**src/rtl/pong_game_ctrl_if.sv**
```systemverilog
// Signal bundle between the pong game sequencer and the ball/paddle/pixel logic.
// "slave" is the sequencer side; "master" is the surrounding datapath side.
interface pong_game_ctrl_if #(
    parameter int SCORE_W = 8
);
    logic               refr_tick;
    logic               start_k;
    logic               ball_hit;
    logic               ball_miss;
    logic               paddle_en;
    logic               ball_en;
    logic               ball_reset;
    logic [2:0]         lives;
    logic [SCORE_W-1:0] score;
    logic               game_over;
    logic [2:0]         state;

    modport master (
        output refr_tick, start_k, ball_hit, ball_miss,
        input  paddle_en, ball_en, ball_reset, lives, score, game_over, state
    );

    modport slave (
        input  refr_tick, start_k, ball_hit, ball_miss,
        output paddle_en, ball_en, ball_reset, lives, score, game_over, state
    );
endinterface

```
**src/rtl/pong_game_ctrl.sv**
```systemverilog
// Pong game sequencer: serve hold, rally gating, score and lives bookkeeping.
// Advances on the per-frame refresh tick; start button is synchronized here.
module pong_game_ctrl #(
    parameter int LIVES        = 3,
    parameter int SERVE_FRAMES = 60,
    parameter int OVER_FRAMES  = 120,
    parameter int SCORE_W      = 8
) (
    input  logic             clk,
    input  logic             rstn,
    pong_game_ctrl_if.slave  bus
);
    typedef enum logic [2:0] {
        IDLE  = 3'd0,
        SERVE = 3'd1,
        PLAY  = 3'd2,
        MISS  = 3'd3,
        OVER  = 3'd4
    } state_t;

    state_t             state_q, state_d;
    logic [2:0]         lives_q, lives_d;
    logic [SCORE_W-1:0] score_q, score_d;
    logic [7:0]         frame_cnt_q, frame_cnt_d;
    logic [2:0]         sync_q;
    logic               start_pe;

    // sync_q[1:0] is the two-flop synchronizer, sync_q[2] holds the previous level
    always_ff @(posedge clk or negedge rstn) begin
        if (!rstn) begin
            sync_q <= '0;
        end else begin
            sync_q <= {sync_q[1:0], bus.start_k};
        end
    end

    assign start_pe = sync_q[1] & ~sync_q[2];

    always_ff @(posedge clk or negedge rstn) begin
        if (!rstn) begin
            state_q     <= IDLE;
            lives_q     <= 3'(LIVES);
            score_q     <= '0;
            frame_cnt_q <= '0;
        end else begin
            state_q     <= state_d;
            lives_q     <= lives_d;
            score_q     <= score_d;
            frame_cnt_q <= frame_cnt_d;
        end
    end

    always_comb begin
        state_d     = state_q;
        lives_d     = lives_q;
        score_d     = score_q;
        frame_cnt_d = frame_cnt_q;

        case (state_q)
            IDLE: begin
                if (start_pe) begin
                    lives_d     = 3'(LIVES);
                    score_d     = '0;
                    frame_cnt_d = '0;
                    state_d     = SERVE;
                end
            end

            SERVE: begin
                if (bus.refr_tick) begin
                    if (frame_cnt_q == 8'(SERVE_FRAMES - 1)) begin
                        frame_cnt_d = '0;
                        state_d     = PLAY;
                    end else begin
                        frame_cnt_d = frame_cnt_q + 8'd1;
                    end
                end
            end

            PLAY: begin
                // a miss in the same cycle as a hit discards the hit
                if (bus.ball_miss) begin
                    state_d = MISS;
                end else if (bus.ball_hit && (score_q != '1)) begin
                    score_d = score_q + 1'b1;
                end
            end

            MISS: begin
                frame_cnt_d = '0;
                if (lives_q > 3'd1) begin
                    lives_d = lives_q - 3'd1;
                    state_d = SERVE;
                end else begin
                    lives_d = '0;
                    state_d = OVER;
                end
            end

            OVER: begin
                if (start_pe && (frame_cnt_q >= 8'(OVER_FRAMES))) begin
                    lives_d     = 3'(LIVES);
                    score_d     = '0;
                    frame_cnt_d = '0;
                    state_d     = SERVE;
                end else if (bus.refr_tick && (frame_cnt_q < 8'(OVER_FRAMES))) begin
                    frame_cnt_d = frame_cnt_q + 8'd1;
                end
            end

            default: begin
                state_d = IDLE;
            end
        endcase
    end

    assign bus.state      = state_q;
    assign bus.lives      = lives_q;
    assign bus.score      = score_q;
    assign bus.paddle_en  = (state_q == SERVE) || (state_q == PLAY);
    assign bus.ball_en    = (state_q == PLAY);
    assign bus.ball_reset = (state_q != PLAY);
    assign bus.game_over  = (state_q == OVER);
endmodule
```
**src/flat_wrapper.sv**
```systemverilog
// flat-port wrapper written by rule: the top's interface ports become plain ports
module pong_game_ctrl_flat 
#(
    parameter int LIVES        = 3,
    parameter int SERVE_FRAMES = 60,
    parameter int OVER_FRAMES  = 120,
    parameter int SCORE_W      = 8
)
  (clk, rstn, bus_refr_tick, bus_start_k, bus_ball_hit, bus_ball_miss, bus_paddle_en, bus_ball_en, bus_ball_reset, bus_lives, bus_score, bus_game_over, bus_state);
  pong_game_ctrl_if #(.SCORE_W(SCORE_W)) bus_i ();
  input  logic clk;
  input  logic rstn;
  input wire logic [$bits(bus_i.refr_tick)-1:0] bus_refr_tick;
  input wire logic [$bits(bus_i.start_k)-1:0] bus_start_k;
  input wire logic [$bits(bus_i.ball_hit)-1:0] bus_ball_hit;
  input wire logic [$bits(bus_i.ball_miss)-1:0] bus_ball_miss;
  output wire logic [$bits(bus_i.paddle_en)-1:0] bus_paddle_en;
  output wire logic [$bits(bus_i.ball_en)-1:0] bus_ball_en;
  output wire logic [$bits(bus_i.ball_reset)-1:0] bus_ball_reset;
  output wire logic [$bits(bus_i.lives)-1:0] bus_lives;
  output wire logic [$bits(bus_i.score)-1:0] bus_score;
  output wire logic [$bits(bus_i.game_over)-1:0] bus_game_over;
  output wire logic [$bits(bus_i.state)-1:0] bus_state;
  assign bus_i.refr_tick = bus_refr_tick;
  assign bus_i.start_k = bus_start_k;
  assign bus_i.ball_hit = bus_ball_hit;
  assign bus_i.ball_miss = bus_ball_miss;
  assign bus_paddle_en = bus_i.paddle_en;
  assign bus_ball_en = bus_i.ball_en;
  assign bus_ball_reset = bus_i.ball_reset;
  assign bus_lives = bus_i.lives;
  assign bus_score = bus_i.score;
  assign bus_game_over = bus_i.game_over;
  assign bus_state = bus_i.state;
  pong_game_ctrl #(.LIVES(LIVES), .SERVE_FRAMES(SERVE_FRAMES), .OVER_FRAMES(OVER_FRAMES), .SCORE_W(SCORE_W)) u_core (.clk(clk), .rstn(rstn), .bus(bus_i));
endmodule
```
**config.mk**
```make
export PLATFORM = sky130hd
export DESIGN_NAME = pong_game_ctrl_flat
export DESIGN_NICKNAME = d
export VERILOG_FILES = /design/src/rtl/pong_game_ctrl_if.sv /design/src/rtl/pong_game_ctrl.sv /design/src/flat_wrapper.sv
export SDC_FILE = /design/constraint.sdc
export NUM_CORES = 1
export LEC_CHECK = 0
export ABC_AREA = 1
export CAP_MARGIN = 10
export CORE_ASPECT_RATIO = 1.75
export CORE_MARGIN = 5
export CORE_UTILIZATION = 60
export DETAILED_ROUTE_END_ITERATION = 16
export DONT_BUFFER_PORTS = 1
export PLACE_DENSITY_LB_ADDON = 0.05
export SLEW_MARGIN = 20
export SYNTH_ARGS = -nofsm -noshare
export SYNTH_HDL_FRONTEND = slang
export SYNTH_SLANG_ARGS = --single-unit
```
**constraint.sdc**
```tcl
create_clock -name clk -period 1.7 [get_ports clk]
set_clock_uncertainty 0.15 [all_clocks]
set_input_delay 0.255 -clock clk [delete_from_list [all_inputs] [get_ports clk]]
set_output_delay 0.255 -clock clk [all_outputs]
set_load 0.005 [all_outputs]
```
==> impl_metrics.tcl <==
set metrics [dict create \
    wirelength_um 3510 \
    fin_crit_sh 0.947 \
    detailed_place_hpwl_um 2660 \
    async_reset_ff_frac 1.00 \
    path_cells "inv_2 > buf_4 > nand3_4 > inv_2 > buf_6" \
    slew_headroom 0.805 \
    yosysTopAreaCell "dfrtp_1" \
    synth_cell_types 25 \
    port_buffers 0 \
    leakagePower_nw 0.892 \
    fp-row-count 24 \
    drc 0 \
    pwr-share-clk 0.147 \
    setup_viol_count_final 0 \
    yosys_warnings 0 \
    core_area_mm2 0.00246 \
    crit_required_ns 1.29 \
    ant_nets 0 \
    drive_gt1_frac 0.150 \
    crit_path_start_kind "flop" \
    die_x_um 48.1 \
    clock_path_buffers 2 \
    start_util 0.618 \
    syn_to_final_growth_pct 16.0 \
    fmaxAchievable_mhz 621 \
    critPathCapture "bus_ball_en" \
    reg2reg_depth 5 \
    htree_num_levels 1 \
    arrival_ns 1.20 \
    grtUsageTotal 0.214 \
    routedWlPerCell_um 13.5 \
    synth_edf_count 0 \
    io-pin-count 24 \
    clock_latency_ns 0.26 \
    synth_seq_area_share 0.413 \
    synth_area_leaders "dfrtp_1 (38%), nand2_1 (19%), inv_1 (6.7%), nor2_1 (5.9%), nand3_1 (4.9%)" \
    netlist_area_mm2 0.00152 \
    grt_start_max_net_pins 26 \
    nNetsFinal 246 \
    peakVddDrop_mv 1.09 \
    synth.top_cells.by_count "nand2_1 (77), inv_1 (27), nor2_1 (24)" \
    grt_pass1_wl_um 5950 \
    root_buffer "clkbuf_8" \
    rrSetupSlack_ns 0.10 \
    critPathKind "reg -> out" \
    hold_viol 0 \
    r2r_end "u_core.frame_cnt_q[1]$_DFFE_PN0P_" \
    maxCapViolCount 0 \
    crit_top_cell "inv_2" \
    postSynthNetCount 227 \
    slowest_delay_ns 0.42 \
    slew_violations 0 \
    cts_tree "done" \
    synth_top_area_frac 0.378 \
    swShare 0.450 \
    seq_power_share 0.360 \
    cp-end-kind "output port" \
    overflow 0 \
    tightest_slew_ns 0.292 \
    clkSinkCount 25 \
    min_period_ns 1.61 \
    gp_congestion 0.920 \
    drt_iter0_drc 36 \
    die_area_mm2 0.00368 \
    power.internal_mw 1.29 \
    antenna_found_initial 0 \
    netSwitchingPower_mw 1.06 \
    critPathLaunch "u_core.bus.state[2]$_DFFE_PN0P_" \
    grt_pass1_vias 1468 \
    p_total_mw 2.35 \
    outcome "completed" \
    cpMaxStageDelayCell "dfrtp_1" \
    synth-seq-cells 25 \
    synth_area_per_cell_um2 7.04 \
    utilization 0.717 \
    p_comb_frac 0.493 \
    cts_made_buffers 3 \
    vias_per_cell 5.44 \
    min-delay-path-class "in -> reg" \
    reg2reg_from "u_core.bus.state[1]$_DFFE_PN0P_" \
    hold_ws_ns 0.172 \
    worstPathMaxFanout 7 \
    ys.flop_type "dfrtp_1" \
    synth_most_common_cell "nand2_1" \
    synth_cells 216 \
    antenna_cells 0 \
    die_y_um 76.6 \
    clk_pin_slew_ns 0.08 \
    rsz0062_at_grt "true" \
    cellPowerDensity_mw_per_mm2 1330 \
    routed-via-count 1415 \
    firstDrtPassIters 4 \
]
[how the worst min path moves through the flow]
stage                                           end          start  slack (ns)  cells past startpoint
finish              u_core.bus.state[0]$_DFFE_PN0P_  bus_ball_miss        0.17                      4
global route        u_core.bus.state[0]$_DFFE_PN0P_  bus_ball_miss        0.23                      4
CTS                 u_core.bus.state[0]$_DFFE_PN0P_  bus_ball_miss        0.19                      4
detailed placement       u_core.sync_q[2]$_DFF_PN0_           rstn       -0.19                      0
global placement    u_core.bus.state[1]$_DFFE_PN0P_           rstn       -0.19                      0
floorplan           u_core.bus.lives[2]$_DFFE_PN0P_           rstn       -0.19                      0
[through the flow]
stage	instances	area [µm²]	setup WS (ns)	TNS, ns
3_3_place_gp	250	1610	0.00745	0
3_5_place_dp	250	1610	-0.0253	-0.0261
2_1_floorplan	216	1520	0.117	0
6_report	260	1770	0.0902	0
5_1_grt	260	1770	-0.0286	-0.114
4_1_cts	258	1710	0.000190	0
[metal layers]
layer | part of all wire | track usage | vias up
li1 | - | - | 711
met1 | 0.37 | 0.231 | 664
met2 | 0.56 | 0.369 | 32
met3 | 0.050 | 0.0473 | 8
met4 | 0.021 | 0.0943 | 0
met5 | 0 | 0 | -
[repair_timing]
| item | in CTS | in global routing |
|---|---|---|
| setup buffers | 0 | 2 |
| hold endpoints to repair | 27 | 0 |
| hold buffers | 4 | 0 |
| setup endpoints to repair | 6 | 22 |
| gates resized for setup | 2 | 15 |
| pin swaps | 0 | 4 |
[sequential cells by signal (all words and copies together) (netlist names)]
register / cells
u_core.bus.score: 8
u_core.frame_cnt_q: 8
u_core.bus.lives: 3
u_core.bus.state: 3
u_core.sync_q: 3
[worst max-delay path: cells and delay by family (launching register included)]
kind / cells / cell delay (ns)
flops: 1 / 0.42
simple gates: 1 / 0.10
buf+inv: 4 / 0.43
[power groups by stage]
| stage | sequential (mW) | combinational, mW | clock, mW |
|---|---|---|---|
| detailed placement | 0.845 | 1.06 | 0 |
| finish | 0.847 | 1.16 | 0.347 |
| global route | 0.866 | 1.34 | 0.383 |
| floorplan | 0.830 | 0.781 | 0 |
| CTS | 0.835 | 1.11 | 0.355 |
| global placement | 0.842 | 1.04 | 0 |
[cell type report]
type | count | area (µm²)
well taps | 26 | 32.5
repair buffers | 15 | 136
multi-input cells | 160 | 808
inverters | 30 | 113
clock buffers | 4 | 45.0
flip-flops and latches | 25 | 631
fillers | 216 | 697
[cell families after synthesis]
kind of cell	after synthesis	share of synthesized area
adders and majority gates	5	0.0411
buffers and inverters	31	0.0814
DFF	25	0.413
AOI/OAI and AO/OA	21	0.0732
xor gates and xnor gates	6	0.0345
and+or+nand+nor	128	0.357
[cells in the final DEF (no fill, tap or decap)]
master	instances
dfrtp_2	2
nor3_1	1
buf_6	1
ha_1	4
clkbuf_1	1
nor2_4	3
nor2_1	23
buf_4	10
and3_1	1
xnor2_1	2
o22ai_1	1
a21oi_1	3
ha_2	1
clkbuf_8	3
nand2_4	2
o21ai_0	8
nor2_2	2
inv_1	27
xor2_1	4
dlygate4sd3_1	3
o21a_1	1
nor3b_1	1
o21bai_1	1
nand4_1	2
nand2_2	3
nand2_1	74
o21ai_2	1
nand3_4	1
inv_2	3
dfstp_2	2
nand3_1	15
buf_12	1
o21ai_1	6
dfrtp_1	21
(Power assumes the default switching activity.)
